--- src/rtl/sort_ctrl_if.sv ---
// Host stream and drom port bundle for sort_ctrl.
// The slave modport is the controller's view; the master modport is the host/drom side.
interface sort_ctrl_if #(
  parameter int DW  = 4,
  parameter int AW  = 3,
  parameter int SCW = 5
);
  logic           start;
  logic           load_valid;
  logic [DW-1:0]  load_data;
  logic           load_ready;
  logic [DW-1:0]  d0, d1, d2, d3, d4, d5, d6, d7;
  logic           we;
  logic [AW-1:0]  wa;
  logic [DW-1:0]  wd;
  logic           busy;
  logic           done;
  logic [SCW-1:0] swap_cnt;

  modport master (
    output start, load_valid, load_data, d0, d1, d2, d3, d4, d5, d6, d7,
    input  load_ready, we, wa, wd, busy, done, swap_cnt
  );

  modport slave (
    input  start, load_valid, load_data, d0, d1, d2, d3, d4, d5, d6, d7,
    output load_ready, we, wa, wd, busy, done, swap_cnt
  );
endinterface

--- src/rtl/sort_ctrl.sv ---
// Load-then-bubble-sort sequencer for the 8-entry drom register file.
// Compares one adjacent pair per cycle from drom's parallel outputs; a swap costs two write cycles.
module sort_ctrl #(
  parameter int DW  = 4,
  parameter int AW  = 3,
  parameter int SCW = 5
) (
  input  logic         clk,
  input  logic         rst_n,
  sort_ctrl_if.slave   bus
);
  localparam int DEPTH = 2 ** AW;

  typedef enum logic [2:0] {
    IDLE  = 3'd0,
    LOAD  = 3'd1,
    CMP   = 3'd2,
    SWAP1 = 3'd3,
    SWAP2 = 3'd4,
    DONE  = 3'd5
  } state_t;

  state_t         state;
  logic [AW-1:0]  idx;
  logic           swapped;
  logic [DW-1:0]  tmp;
  logic [SCW-1:0] swap_cnt;

  logic [DW-1:0]  d [8];
  logic [AW-1:0]  idx_p1;
  logic [DW-1:0]  lo_val;
  logic [DW-1:0]  hi_val;
  logic           last_pair;
  logic           last_beat;

  assign d[0] = bus.d0;
  assign d[1] = bus.d1;
  assign d[2] = bus.d2;
  assign d[3] = bus.d3;
  assign d[4] = bus.d4;
  assign d[5] = bus.d5;
  assign d[6] = bus.d6;
  assign d[7] = bus.d7;

  assign idx_p1    = idx + 1'b1;
  assign lo_val    = d[idx];
  assign hi_val    = d[idx_p1];
  assign last_pair = (idx == AW'(DEPTH - 2));
  assign last_beat = (idx == AW'(DEPTH - 1));

  always_ff @(posedge clk or negedge rst_n) begin
    if (!rst_n) begin
      state    <= IDLE;
      idx      <= '0;
      swapped  <= 1'b0;
      tmp      <= '0;
      swap_cnt <= '0;
    end else begin
      case (state)
        IDLE, DONE: begin
          if (bus.start) begin
            state    <= LOAD;
            idx      <= '0;
            swap_cnt <= '0;
          end
        end
        LOAD: begin
          if (bus.load_valid) begin
            if (last_beat) begin
              state   <= CMP;
              idx     <= '0;
              swapped <= 1'b0;
            end else begin
              idx <= idx_p1;
            end
          end
        end
        CMP: begin
          if (lo_val > hi_val) begin
            tmp   <= lo_val;
            state <= SWAP1;
          end else if (!last_pair) begin
            idx <= idx_p1;
          end else if (swapped) begin
            idx     <= '0;
            swapped <= 1'b0;
          end else begin
            state <= DONE;
          end
        end
        SWAP1: state <= SWAP2;
        SWAP2: begin
          state <= CMP;
          if (swap_cnt != '1) swap_cnt <= swap_cnt + 1'b1;
          // A swap on the last pair always forces another pass
          if (last_pair) begin
            idx     <= '0;
            swapped <= 1'b0;
          end else begin
            idx     <= idx_p1;
            swapped <= 1'b1;
          end
        end
        default: state <= IDLE;
      endcase
    end
  end

  always_comb begin
    bus.we = 1'b0;
    bus.wa = '0;
    bus.wd = '0;
    case (state)
      LOAD: begin
        bus.we = bus.load_valid;
        bus.wa = idx;
        bus.wd = bus.load_data;
      end
      SWAP1: begin
        bus.we = 1'b1;
        bus.wa = idx;
        bus.wd = hi_val;
      end
      SWAP2: begin
        bus.we = 1'b1;
        bus.wa = idx_p1;
        bus.wd = tmp;
      end
      default: ;
    endcase
  end

  assign bus.load_ready = (state == LOAD);
  assign bus.busy       = (state == LOAD) || (state == CMP) || (state == SWAP1) || (state == SWAP2);
  assign bus.done       = (state == DONE);
  assign bus.swap_cnt   = swap_cnt;
endmodule

--- src/flat_wrapper.sv ---
// flat-port wrapper written by rule: the top's interface ports become plain ports
module sort_ctrl_flat 
#(
  parameter int DW  = 4,
  parameter int AW  = 3,
  parameter int SCW = 5
)
  (clk, rst_n, bus_start, bus_load_valid, bus_load_data, bus_d0, bus_d1, bus_d2, bus_d3, bus_d4, bus_d5, bus_d6, bus_d7, bus_load_ready, bus_we, bus_wa, bus_wd, bus_busy, bus_done, bus_swap_cnt);
  sort_ctrl_if #(.DW(DW), .AW(AW), .SCW(SCW)) bus_i ();
  input  logic clk;
  input  logic rst_n;
  input wire logic [$bits(bus_i.start)-1:0] bus_start;
  input wire logic [$bits(bus_i.load_valid)-1:0] bus_load_valid;
  input wire logic [$bits(bus_i.load_data)-1:0] bus_load_data;
  input wire logic [$bits(bus_i.d0)-1:0] bus_d0;
  input wire logic [$bits(bus_i.d1)-1:0] bus_d1;
  input wire logic [$bits(bus_i.d2)-1:0] bus_d2;
  input wire logic [$bits(bus_i.d3)-1:0] bus_d3;
  input wire logic [$bits(bus_i.d4)-1:0] bus_d4;
  input wire logic [$bits(bus_i.d5)-1:0] bus_d5;
  input wire logic [$bits(bus_i.d6)-1:0] bus_d6;
  input wire logic [$bits(bus_i.d7)-1:0] bus_d7;
  output wire logic [$bits(bus_i.load_ready)-1:0] bus_load_ready;
  output wire logic [$bits(bus_i.we)-1:0] bus_we;
  output wire logic [$bits(bus_i.wa)-1:0] bus_wa;
  output wire logic [$bits(bus_i.wd)-1:0] bus_wd;
  output wire logic [$bits(bus_i.busy)-1:0] bus_busy;
  output wire logic [$bits(bus_i.done)-1:0] bus_done;
  output wire logic [$bits(bus_i.swap_cnt)-1:0] bus_swap_cnt;
  assign bus_i.start = bus_start;
  assign bus_i.load_valid = bus_load_valid;
  assign bus_i.load_data = bus_load_data;
  assign bus_i.d0 = bus_d0;
  assign bus_i.d1 = bus_d1;
  assign bus_i.d2 = bus_d2;
  assign bus_i.d3 = bus_d3;
  assign bus_i.d4 = bus_d4;
  assign bus_i.d5 = bus_d5;
  assign bus_i.d6 = bus_d6;
  assign bus_i.d7 = bus_d7;
  assign bus_load_ready = bus_i.load_ready;
  assign bus_we = bus_i.we;
  assign bus_wa = bus_i.wa;
  assign bus_wd = bus_i.wd;
  assign bus_busy = bus_i.busy;
  assign bus_done = bus_i.done;
  assign bus_swap_cnt = bus_i.swap_cnt;
  sort_ctrl #(.DW(DW), .AW(AW), .SCW(SCW)) u_core (.clk(clk), .rst_n(rst_n), .bus(bus_i));
endmodule
--- config.mk ---
export PLATFORM = sky130hd
export DESIGN_NAME = sort_ctrl_flat
export DESIGN_NICKNAME = d
export VERILOG_FILES = /design/src/rtl/sort_ctrl_if.sv /design/src/rtl/sort_ctrl.sv /design/src/flat_wrapper.sv
export SDC_FILE = /design/constraint.sdc
export NUM_CORES = 1
export LEC_CHECK = 0
export ABC_CLOCK_PERIOD_IN_PS = 9550
export CORE_AREA = 8 8 68 70
export DETAILED_ROUTE_END_ITERATION = 8
export DIE_AREA = 0 0 76 78
export PLACE_DENSITY = 0.83
export SYNTH_ARGS = -nofsm -noshare
export SYNTH_HDL_FRONTEND = slang
export SYNTH_SLANG_ARGS = --single-unit
--- constraint.sdc ---
create_clock -name clk -period 9.55 [get_ports clk]
set_input_delay 1.91 -clock clk [delete_from_list [all_inputs] [get_ports clk]]
set_output_delay 1.91 -clock clk [all_outputs]
set_load 0.02 [all_outputs]
# Word-level counts from Yosys, hierarchy flattened

Cells that the tools add are included.

Logic and storage cells: 77
Memories: 0
Memory bits (writable): 0
Register bits: 16
Output and inout port bits: 16
Latch bits: 0
Memory bits (read-only): 0
Input bits: 40

Multiplexer cells: 33
Eq/ne operators: 17
Bitwise operators: 2
Magnitude comparators: 3
Reduce and logical (&&, ||, !) cells: 15
$mul: 0
Shifts and indexed selects: 0
Div/mod/pow operators: 0
Add/sub/neg operators: 2

Operator list:

| cell                                                                   | count |
|---|---|
| 3-bit 2-to-1 mux                                                       | 13 |
| 4-bit binary-select mux with 3-bit select                              | 2 |
| 4-bit 2-to-1 mux                                                       | 4 |
| 3-bit one-hot mux with 5 select lines                                  | 1 |
| 5-bit AND reduction                                                    | 3 |
| 3-bit equality test (second input constant)                            | 4 |
| 3-bit one-hot mux with 4 select lines                                  | 1 |
| 4-bit one-hot mux with 3 select lines                                  | 1 |
| 5-bit 2-to-1 mux                                                       | 2 |
| 5-bit one-hot mux with 2 select lines                                  | 1 |
| 4-bit greater-or-equal comparator (second input constant)              | 2 |
| 3-bit NOT with 4-bit output                                            | 2 |
| 3-bit by 2-bit equality test with 1-bit output (second input constant) | 2 |
| 2-bit by 1-bit != test with 1-bit output (second input constant)       | 3 |
| 2-bit != test (second input constant)                                  | 3 |
| 3-bit one-hot mux with 2 select lines                                  | 1 |
| 2-bit OR reduction                                                     | 3 |
| 5-bit by 1-bit adder with 5-bit output (second input constant)         | 1 |
| 1-bit 2-to-1 mux                                                       | 5 |
| 5-bit != test (second input constant)                                  | 1 |
| 4-bit greater-than comparator                                          | 1 |
| 4-bit nonzero test                                                     | 1 |
| 3-bit by 1-bit adder with 3-bit output (second input constant)         | 1 |
| 3-bit by 1-bit equality test with 1-bit output (second input constant) | 1 |
| other kinds (11)                                                       | 13 |

# Logic depth before layout (Yosys ltp)

Depth after elaboration: 8
Gate-level depth with buffers: 13
Mapped depth without buffers: 10

# Worst setup path before layout

No wires, ideal clock.

Path type: input-to-output
Start: input port bus_d6[0]
End: output port bus_wd[0]
Data arrival time: 2,936 ps
Path slack: 4,704 ps
Path buffers: 0
Stages on the path: 4
Required time: 7,640 ps
Path through: mux4_1 > mux2_2 > mux2i_1 > o21ai_1

Cells in the longest elaborated chain, start to end: 4

Ends and longest elaborated chain:

| element                                              | RTL line           | RTL |
|---|---|---|
| from (decl)                                          | flat_wrapper.sv:21 | `input wire logic [$bits(bus_i.d6)-1:0] bus_d6;` |
| 4-bit binary-select mux with 3-bit select            | sort_ctrl.sv:47    | `assign hi_val = d[idx_p1];` |
| 4-bit 2-to-1 mux (not written as such) (2 in series) | sort_ctrl.sv:47    |  |
| 4-bit one-hot mux with 3 select lines                | sort_ctrl.sv:113   | `case (state)` |
| to (decl)                                            | flat_wrapper.sv:26 | `output wire logic [$bits(bus_i.wd)-1:0] bus_wd;` |

No other way between the ends. The select of a mux whose other input is x is not followed.

# Worst setup path in the final report

Start: input port bus_d5[0]
End: output port bus_wd[0]

Cells in the longest elaborated chain, start to end: 4

Ends and longest elaborated chain:

| element                                              | RTL line           | RTL |
|---|---|---|
| from (decl)                                          | flat_wrapper.sv:20 | `input wire logic [$bits(bus_i.d5)-1:0] bus_d5;` |
| 4-bit binary-select mux with 3-bit select            | sort_ctrl.sv:47    |  |
| 4-bit 2-to-1 mux (not written as such) (2 in series) | sort_ctrl.sv:47    |  |
| 4-bit one-hot mux with 3 select lines                | sort_ctrl.sv:113   |  |

No other way between the ends. The select of a mux whose other input is x is not followed.

==> out/results.ini <==
[pwr]
power_uw = 608
ir_drop_mv = 0.154
p_leak_uw = 0.000910
switchingPower_uw = 277
clkPwrFrac = 0.075
pwr-share-seq = 0.231
switching_share = 0.455
p_int_uw = 332
combPwrFrac = 0.694
p_per_area_mw_per_mm2 = 267

[routing]
drt_iter0_markers = 114
vias = 1530
wl_per_cell_um = 16.4
firstDrtPassIters = 4
drc = 0
vias_per_cell = 5.86
wl_um = 4280
ant_nets = 0

[global_route]
antenna_found_initial = 0
grt_pass1_wl_um = 7280
grt_overflow = 0
grt.total_usage = 0.144
grt_max_degree = 23
grt_pass1_vias = 1647

[placement]
dp_hpwl_um = 3420
pre_cts_slack_ps = 3770
globalplace.congestion = 0.848
place_area_sq_mm = 0.00224
port_buffers = 55

[worst_hold_path]
hold_path.class = reg -> reg

[synthesis]
synthesis.area_sq_mm = 0.00170
synthDistinctLibCells = 38
yosysSeqAreaShare = 0.235
synth_fp_nets = 215
yosys_warnings = 0
synth_flop_cell = dfrtp_1
synth_seq_cells = 16
async_flop_share = 1.00
synth_edf_count = 0
synthCells = 166
avgSynthCellArea_sq_um = 10.3

[die]
die_area_sq_mm = 0.00593
initial_core_util = 0.480
die_width_um = 76
die_h_um = 78
rows = 22
coreArea_sq_mm = 0.00355
num_io_pins = 56

[clock_tree]
cts_tree = built
cts-root-buf = clkbuf_4
cts_buffer_depth = 2
h-tree-depth = 1
ctsHoldBuffers = 0
cts_sinks = 16
cts_made_buffers = 3
clk_latency_ps = 280
cts-resized-gates = 0
cts_setup_buffers = 0
clk_pin_slew_worst_paths_ps = 100

[cells_and_area]
fin_area_sq_mm = 0.00228
fin_nets = 263
syn_to_final_growth_pct = 33.7
fillers = 292
drive_above_1_share = 0.113
final_cell_mix = clkdlybuf4s50_1 (55), nand2_1 (26), dfrtp_1 (16)
diodes = 0
final_common_cell = clkdlybuf4s50_1

[critical_path]
worstPathArrival_ps = 3890
path_class = in -> out
path_max_fanout = 2
worstSetupEndpointType = primary output
crit_required_ps = 7640
crit_path_start_kind = input port

[flow_run]
max_cap_viol_count = 0

[sta]
rsz0062_at_grt = no
setup_violations = 0
fin_ws_ps = 3750
maxSlewViolCount = 0
hold_viol = 0
fin_crit_ps = 5800
fin_crit_sh = 0.607
hold_ws_ps = 502
fmax_mhz = 173
max_slew_margin = 0.388
worstMarginPinSlew_ps = 918
fin_worst_skew_ps = 2.46
fin_setup_tns_ps = 0

[outcome]
status = finished, final reports clean

[cells by family after synthesis]
family / Yosys count / synth area share
flops: 16 / 0.235
simple gates: 59 / 0.170
xor+xnor: 1 / 0.00514
mux: 29 / 0.319
compound gates: 37 / 0.156
fa+ha+maj: 9 / 0.0661
buf+inv: 15 / 0.0492
[metal layers]
metal  vias to the layer above  GRT usage  part of all wire
met5                         -          0                 0
met3                         2     0.0484             0.080
met4                         0     0.0373            0.0040
li1                        733          -                 -
met2                        59      0.251              0.49
met1                       736      0.166              0.43
[Yosys cell counts (all sizes together) (2+ instances only)]
cell	n	area (sq um)
a21oi	4	20.0
a221o	2	20.0
a22o	2	17.5
buf	7	53.8
clkbuf	5	18.8
dfrtp	16	400
ha	9	113
inv	3	11.3
mux2	7	90.1
mux2i	6	60.1
mux4	16	394
nand2	26	97.6
nand2b	5	46.3
nand3	4	20.0
nor2	12	47.6
nor2b	3	18.8
nor3	3	15.0
o21ai	19	95.1
o31ai	2	15.0
o41ai	2	17.5
or4	2	15.0
[registers in the layout, indices dropped and copies added, names as in the netlist]
register             flops
u_core.tmp               4
u_core.swapped           1
u_core.idx               3
u_core.bus.swap_cnt      5
u_core.state             3
[area by class of cell]
cell class / count / area [sq um] / area share
multi-input combinational: 135 / 1220 / 0.535
timing repair buffer: 55 / 551 / 0.242
sequential: 16 / 400 / 0.176
tap: 48 / 60.1 / 0.0264
clock buffer: 4 / 36.3 / 0.0159
inverter: 3 / 11.3 / 0.00494
[worst max-delay path, cell delays in order]
cell	delay, ps
clkdlybuf4s50_1	420
mux4_1	490
mux2_2	290
mux2i_1	130
o21ai_1	80
clkdlybuf4s50_1	560
[final timing paths]
path,cells past startpoint,from,slack (ps),endpoint
min in group asynchronous,1,rst_n,2050,u_core.state[2]
hold reg to reg,2,u_core.swapped,500,u_core.swapped
setup reg to reg,8,u_core.idx[0],5350,u_core.tmp[1]
setup / recovery,6,bus_d5[0],3750,bus_wd[0]
max in group asynchronous,1,rst_n,7050,u_core.tmp[1]
hold / removal,2,u_core.swapped,500,u_core.swapped
[power by group through the flow]
stage	clock network (uW)	logic (uW)	registers [uW]
finish	45.6	422	140
global route	50.4	462	147
detailed placement	0	421	141
floorplan	0	340	103
CTS	46.6	424	140
global placement	0	419	140
[through the flow]
stage           util  std cells
6_report       0.642        261
5_1_grt        0.642        261
4_1_cts        0.642        261
3_5_place_dp   0.631        257
3_3_place_gp   0.631        257
2_1_floorplan      -        166
No activity file was read; power rests on OpenSTA's default activity.
